**src/rtl/seq_det_pkg.sv**
```systemverilog
// Shared helpers for the parametrised Moore pattern detector.
// Holds the KMP helpers that the detector evaluates at elaboration time
// to build its next-state logic. No runtime lookup tables are involved.
package seq_det_pkg;

    localparam int MAX_LEN = 16;

    typedef logic [MAX_LEN-1:0] pat_t;

    // Returns ceil(log2(n)). The result is 0 for n <= 1.
    function automatic int clog2(input int n);
        int r;
        int v;
        r = 0;
        v = n - 1;
        while (v > 0) begin
            r = r + 1;
            v = v >> 1;
        end
        return r;
    endfunction

    // Returns the i-th pattern bit in arrival order. i = 0 is the MSB.
    function automatic bit prefix_bit(input pat_t p, input int len, input int i);
        pat_t t;
        t = p >> (len - 1 - i);
        return t[0];
    endfunction

    // Returns the length of the longest proper border of the length-k prefix.
    // A border is a prefix that is also a suffix.
    function automatic int border_len(input pat_t p, input int len, input int k);
        int  best;
        bit  ok;
        best = 0;
        for (int j = 1; j < k; j++) begin
            ok = 1'b1;
            for (int i = 0; i < j; i++) begin
                if (prefix_bit(p, len, i) != prefix_bit(p, len, k - j + i))
                    ok = 1'b0;
            end
            if (ok)
                best = j;
        end
        return best;
    endfunction

    // Returns the longest prefix that is a suffix of (length-k prefix, b).
    // The result is capped at len.
    function automatic int next_state(input pat_t p, input int len, input int k, input bit b);
        int best;
        int lim;
        int m;
        bit ok;
        bit sb;
        best = 0;
        if (k >= len)
            return 0;
        lim = (k + 1 < len) ? k + 1 : len;
        for (int j = 1; j <= lim; j++) begin
            ok = 1'b1;
            for (int i = 0; i < j; i++) begin
                m  = k + 1 - j + i;
                sb = (m < k) ? prefix_bit(p, len, m) : b;
                if (sb != prefix_bit(p, len, i))
                    ok = 1'b0;
            end
            if (ok)
                best = j;
        end
        return best;
    endfunction

endpackage

```
**src/rtl/seq_detect_moore_param_if.sv**
```systemverilog
// Serial-stream control and status bundle for the pattern detector.
interface seq_detect_moore_param_if #(
    parameter int CNT_W = 8
);
    logic             en;
    logic             in;
    logic             overlap;
    logic             cnt_clr;
    logic             out;
    logic [CNT_W-1:0] match_cnt;

    modport master (
        output en, in, overlap, cnt_clr,
        input  out, match_cnt
    );

    modport slave (
        input  en, in, overlap, cnt_clr,
        output out, match_cnt
    );
endinterface

```
**src/rtl/seq_det_sat_counter.sv**
```systemverilog
// Saturating event counter with a synchronous clear.
// When clear and increment occur together, the clear takes priority.
module seq_det_sat_counter #(
    parameter int CNT_W = 8
) (
    input  logic             clk,
    input  logic             rst,
    input  logic             inc,
    input  logic             clr,
    output logic [CNT_W-1:0] cnt
);

    logic [CNT_W-1:0] r_cnt;

    // Count up until all ones and hold there. A clear forces the count to zero.
    always_ff @(posedge clk or negedge rst) begin
        if (!rst)
            r_cnt <= '0;
        else if (clr)
            r_cnt <= '0;
        else if (inc && (r_cnt != {CNT_W{1'b1}}))
            r_cnt <= r_cnt + CNT_W'(1);
    end

    assign cnt = r_cnt;

endmodule

```
**src/rtl/seq_detect_moore_param.sv**
```systemverilog
// Parametrised Moore serial pattern detector.
// State k is the length of the longest pattern prefix that matches the most
// recent consumed bits. State LEN is MATCH. From MATCH, the detector
// restarts from S0 in non-overlap mode, or from the pattern's border in
// overlap mode.
module seq_detect_moore_param
    import seq_det_pkg::*;
#(
    parameter int             LEN     = 3,
    parameter logic [LEN-1:0] PATTERN = 3'b101,
    parameter int             CNT_W   = 8
) (
    input  logic                     clk,
    input  logic                     rst,
    seq_detect_moore_param_if.slave  bus
);

    localparam int             SW       = clog2(LEN + 1);
    localparam int             NS       = 1 << SW;
    localparam logic [SW-1:0]  S_MATCH  = SW'(LEN);
    localparam logic [SW-1:0]  S_BORDER = SW'(border_len(pat_t'(PATTERN), LEN, LEN));

    logic [SW-1:0] r_state;
    logic [SW-1:0] w_next;
    logic [SW-1:0] w_base;
    logic          w_inc;
    logic [SW-1:0] w_nxt0 [NS];
    logic [SW-1:0] w_nxt1 [NS];

    // Constant transition targets for every encoding.
    // MATCH and illegal encodings map to S0; MATCH itself is handled separately below.
    for (genvar k = 0; k < NS; k++) begin : g_nxt
        localparam int N0 = (k < LEN) ? next_state(pat_t'(PATTERN), LEN, k, 1'b0) : 0;
        localparam int N1 = (k < LEN) ? next_state(pat_t'(PATTERN), LEN, k, 1'b1) : 0;
        assign w_nxt0[k] = SW'(N0);
        assign w_nxt1[k] = SW'(N1);
    end

    // State register, cleared asynchronously.
    always_ff @(posedge clk or negedge rst) begin
        if (!rst)
            r_state <= '0;
        else
            r_state <= w_next;
    end

    // Next state: hold while disabled, otherwise follow the KMP transition.
    always_comb begin
        w_next = r_state;
        w_base = '0;
        if (bus.en) begin
            if (r_state == S_MATCH) begin
                w_base = bus.overlap ? S_BORDER : '0;
                w_next = bus.in ? w_nxt1[w_base] : w_nxt0[w_base];
            end else begin
                w_next = bus.in ? w_nxt1[r_state] : w_nxt0[r_state];
            end
        end
    end

    // Moore output decoded from the registered state only.
    always_comb begin
        bus.out = (r_state == S_MATCH);
    end

    assign w_inc = bus.en && (w_next == S_MATCH);

    seq_det_sat_counter #(
        .CNT_W (CNT_W)
    ) u_cnt (
        .clk (clk),
        .rst (rst),
        .inc (w_inc),
        .clr (bus.cnt_clr),
        .cnt (bus.match_cnt)
    );

endmodule

```
**src/flat_wrapper.sv**
```systemverilog
// flat-port wrapper written by rule: the top's interface ports become plain ports
module seq_detect_moore_param_flat import seq_det_pkg::*;
#(
    parameter int             LEN     = 3,
    parameter logic [LEN-1:0] PATTERN = 3'b101,
    parameter int             CNT_W   = 8
)
  (clk, rst, bus_en, bus_in, bus_overlap, bus_cnt_clr, bus_out, bus_match_cnt);
  seq_detect_moore_param_if #(.CNT_W(CNT_W)) bus_i ();
  input  logic clk;
  input  logic rst;
  input wire logic [$bits(bus_i.en)-1:0] bus_en;
  input wire logic [$bits(bus_i.in)-1:0] bus_in;
  input wire logic [$bits(bus_i.overlap)-1:0] bus_overlap;
  input wire logic [$bits(bus_i.cnt_clr)-1:0] bus_cnt_clr;
  output wire logic [$bits(bus_i.out)-1:0] bus_out;
  output wire logic [$bits(bus_i.match_cnt)-1:0] bus_match_cnt;
  assign bus_i.en = bus_en;
  assign bus_i.in = bus_in;
  assign bus_i.overlap = bus_overlap;
  assign bus_i.cnt_clr = bus_cnt_clr;
  assign bus_out = bus_i.out;
  assign bus_match_cnt = bus_i.match_cnt;
  seq_detect_moore_param #(.LEN(LEN), .PATTERN(PATTERN), .CNT_W(CNT_W)) u_core (.clk(clk), .rst(rst), .bus(bus_i));
endmodule
```
**config.mk**
```make
export PLATFORM = sky130hd
export DESIGN_NAME = seq_detect_moore_param_flat
export DESIGN_NICKNAME = d
export VERILOG_FILES = /design/src/rtl/seq_det_pkg.sv /design/src/rtl/seq_detect_moore_param_if.sv /design/src/rtl/seq_det_sat_counter.sv /design/src/rtl/seq_detect_moore_param.sv /design/src/flat_wrapper.sv
export SDC_FILE = /design/constraint.sdc
export NUM_CORES = 1
export LEC_CHECK = 0
export BUFFER_PORTS_ARGS = -buffer_cell sky130_fd_sc_hd__buf_2
export CAP_MARGIN = 20
export CORE_UTILIZATION = 44
export DETAILED_ROUTE_END_ITERATION = 6
export HOLD_SLACK_MARGIN = 0.02
export PLACE_DENSITY = 0.8
export SYNTH_ARGS = -nofsm -noshare
export SYNTH_HDL_FRONTEND = slang
export SYNTH_HIERARCHICAL = 1
export SYNTH_SLANG_ARGS = --single-unit
export TNS_END_PERCENT = 5
```
**constraint.sdc**
```tcl
create_clock -name clk -period 1.5 [get_ports clk]
set_input_delay 0.15 -clock clk [delete_from_list [all_inputs] [get_ports clk]]
set_output_delay 0.15 -clock clk [all_outputs]
set_load 0.05 [all_outputs]
```
==> impl_metrics.py <==
metrics = {
    "setup_path": {
        "crit_start": "u_core/u_cnt/cnt[0]",
        "end_kind": "flop",
        "cp_max_fo": 6,
        "crit_type": "flop to flop",
        "arrival_ns": 1.62,
        "crit_required_ns": 1.65,
        "reg2reg_from": "u_core/u_cnt/cnt[0]",
        "worstSetupStartpointType": "flop",
    },
    "routing": {
        "first_iter_violations": 51,
        "wl_per_cell_microns": 15.9,
        "dr_total_vias": 591,
        "wl_microns": 1540,
        "drc_errors": 0,
        "via_per_inst": 6.09,
        "drtPass1Iterations": 4,
        "ant_nets": 0,
    },
    "layout": {
        "final_layout_size_suffix_gt1_share_pct": 48.2,
        "syn_to_final_growth_pct": 43.1,
        "seqCellArea_sq_um": 253,
        "num_antenna_cells": 0,
        "design_area_sq_um": 818,
        "final_util_pct": 70.8,
        "final_common_cell": "buf_2",
        "nFillCells": 90,
        "multi_input_area_sq_um": 372,
        "mostFrequentLayoutCells": "14 x buf_2, 8 x dfrtp_1, 6 x buf_4",
        "finalNetCount": 91,
    },
    "grt": {
        "grt_usage_pct": 23.6,
        "overflow": 0,
        "met1_usage_pct": 26.3,
        "met3_usage_pct": 8.72,
        "use_met2_pct": 36.9,
        "grt-busiest-layer": "met2",
        "grt_pass1_vias": 521,
        "grt_max_degree": 12,
        "grt_antenna_before_repair": 0,
        "grt_pass1_wl_microns": 2240,
    },
    "timing": {
        "max_freq_mhz": 682,
        "min_period_ns": 1.47,
        "rsz0062_at_grt": "true",
        "setup_viol": 0,
        "finClkSkew_ns": 0.0122,
        "worst_pin_slew_ns": 0.308,
        "hold_viol": 0,
        "final.setup.worst_slack_ns": 0.0327,
        "period_share_pct": 97.8,
        "slew_viol_final": 0,
        "max_slew_margin_pct": 79.4,
    },
    "synthesis": {
        "synthesis.area_sq_um": 572,
        "yosysWarnings": 6,
        "synth_cells": 60,
        "synth-seq-area-share_pct": 43.8,
        "synth-seq-cells": 10,
        "syn-mean-instance-area_sq_um": 9.53,
        "synth_nets": 67,
        "synth_cell_types": 31,
    },
    "die": {
        "initial_core_util_pct": 49.5,
        "io_pins": 15,
        "die_h_microns": 38.1,
        "die-area_sq_um": 1450,
        "core_area_sq_um": 1160,
        "rows": 12,
        "die_w_microns": 38.1,
    },
    "placed_design": {
        "gp_congestion": 0.750,
        "hpwl_microns": 918,
        "place_area_sq_um": 719,
        "post-place-ws_ns": -0.00412,
        "port_buffers": 14,
    },
    "cts": {
        "cts_tree": "built",
        "numCtsBuffers": 3,
        "clkTransAtPathRegs_ns": 0.06,
        "cts_max_path_buffers": 2,
        "htreeDepth": 1,
        "insertion_delay_ns": 0.27,
        "clkSinkCount": 10,
        "cts-root-buf": "clkbuf_4",
        "cts_setup_buffers": 0,
    },
    "outcome": {
        "outcome": "finished clean",
    },
    "hold_path": {
        "min_from": "bus_en",
        "min_path_type": "input pin to flop",
    },
    "pwr": {
        "ir_drop_mv": 0.650,
        "power_leakage_nw": 0.362,
        "power_density_nw_per_um2": 752,
    },
    "job": {
        "cap_viol_max_count": 0,
    },
}
==> area by class of cell <==
cell class              count  share of cell area (%)
multi-input cells          44                    45.4
flip-flops and latches     10                    30.9
repair buffers             21                    15.3
clock buffers               4                    4.43
well taps                  14                    2.14
inverters                   4                    1.83
==> critical path, stage by stage (launching register included) <==
cell and delay [ns]:
dfrtp_2 0.47, ha_4 0.18, and4_4 0.20, a21boi_4 0.19, mux2_4 0.31
==> routing by layer <==
layer  vias to the layer above  share of wire [%]
met4                         0                3.6
met1                       274                 41
met5                         -                  0
met2                        41                 48
met3                        11                7.3
li1                        265                  -
==> Yosys cell counts <==
| cell type | n | area (sq um) |
|---|---|---|
| dfrtp_1 | 10 | 250 |
| inv_1 | 4 | 15.0 |
| nor3_1 | 4 | 20.0 |
| a21oi_1 | 3 | 15.0 |
| nand2_1 | 3 | 11.3 |
| nand2b_1 | 3 | 18.8 |
| nor2b_1 | 3 | 18.8 |
| o21ai_0 | 3 | 15.0 |
| mux2_2 | 2 | 22.5 |
| nand3_1 | 2 | 10.0 |
| nor2_1 | 2 | 7.51 |
| nor3b_1 | 2 | 15.0 |
| a2111oi_0 | 1 | 8.76 |
| a211oi_1 | 1 | 7.51 |
| a21boi_1 | 1 | 7.51 |
| a31oi_1 | 1 | 6.26 |
| a32o_1 | 1 | 10.0 |
| a41oi_1 | 1 | 8.76 |
| and2_2 | 1 | 7.51 |
| and3_1 | 1 | 6.26 |
| and4_1 | 1 | 8.76 |
| and4_2 | 1 | 10.0 |
| buf_2 | 1 | 5.00 |
| clkbuf_1 | 1 | 3.75 |
| ha_1 | 1 | 12.5 |
| mux2_1 | 1 | 11.3 |
| mux2i_1 | 1 | 10.0 |
| nand3_2 | 1 | 10.0 |
| nand4_1 | 1 | 6.26 |
| nor4_1 | 1 | 6.26 |
| or3_1 | 1 | 6.26 |
==> sequential cells by signal, indices dropped and copies added (netlist names) <==
signal	count
u_core/u_cnt/cnt	8
u_core/r_state	2
==> through the flow <==
| step | instances | power, W | hold slack (ns) | setup TNS, ns |
|---|---|---|---|---|
| finish | 97 | 0.000615 | 0.122 | 0 |
| global route | 97 | 0.000649 | 0.123 | -0.0135 |
| CTS | 97 | 0.000613 | 0.111 | 0 |
| detailed placement | 92 | 0.000363 | 0.0237 | -0.00412 |
| global placement | 92 | 0.000360 | 0.0218 | 0 |
| floorplan | 60 | 0.000329 | -0.146 | -0.110 |
==> repair_timing <==
action / 4_1_cts / 5_1_grt
gates cloned: 0 / 0
hold endpoints to repair: 10 / 0
gates resized for setup: 3 / 7
pin swaps: 0 / 1
hold buffers: 1 / 0
endpoints found under the setup margin: 2 / 3
==> cells by family after synthesis <==
kind of cell	count (synthesis)	synth area share [%]
adder cells (fa/ha/maj)	1	2.19
AND/OR/NAND/NOR	27	28.5
buffers and inverters	6	4.16
AO/OA/AOI/OAI	12	13.8
flip-flops	10	43.8
multiplexers	4	7.66
==> final timing paths <==
kind | end | depth (start not counted) | slack (ns)
setup reg to reg | u_core/u_cnt/cnt[0] | 4 | 0.03
max in group asynchronous | u_core/u_cnt/cnt[1] | 2 | 1.01
hold reg to reg | u_core/u_cnt/cnt[7] | 2 | 0.59
setup / recovery | u_core/u_cnt/cnt[0] | 4 | 0.03
hold / removal | u_core/r_state[0] | 2 | 0.12
min in group asynchronous | u_core/u_cnt/cnt[2] | 2 | 0.26
==> power by group <==
| group | internal [W] | switching, W | total (W) | leakage (nW) |
|---|---|---|---|---|
| clock | 0.000147 | 0.000104 | 0.000251 | 0.0210 |
| combinational | 0.0000361 | 0.0000432 | 0.0000793 | 0.208 |
| sequential | 0.000277 | 0.00000726 | 0.000285 | 0.133 |
| total | 0.000461 | 0.000154 | 0.000615 | 0.362 |
Power figures use the tool's default switching activity.
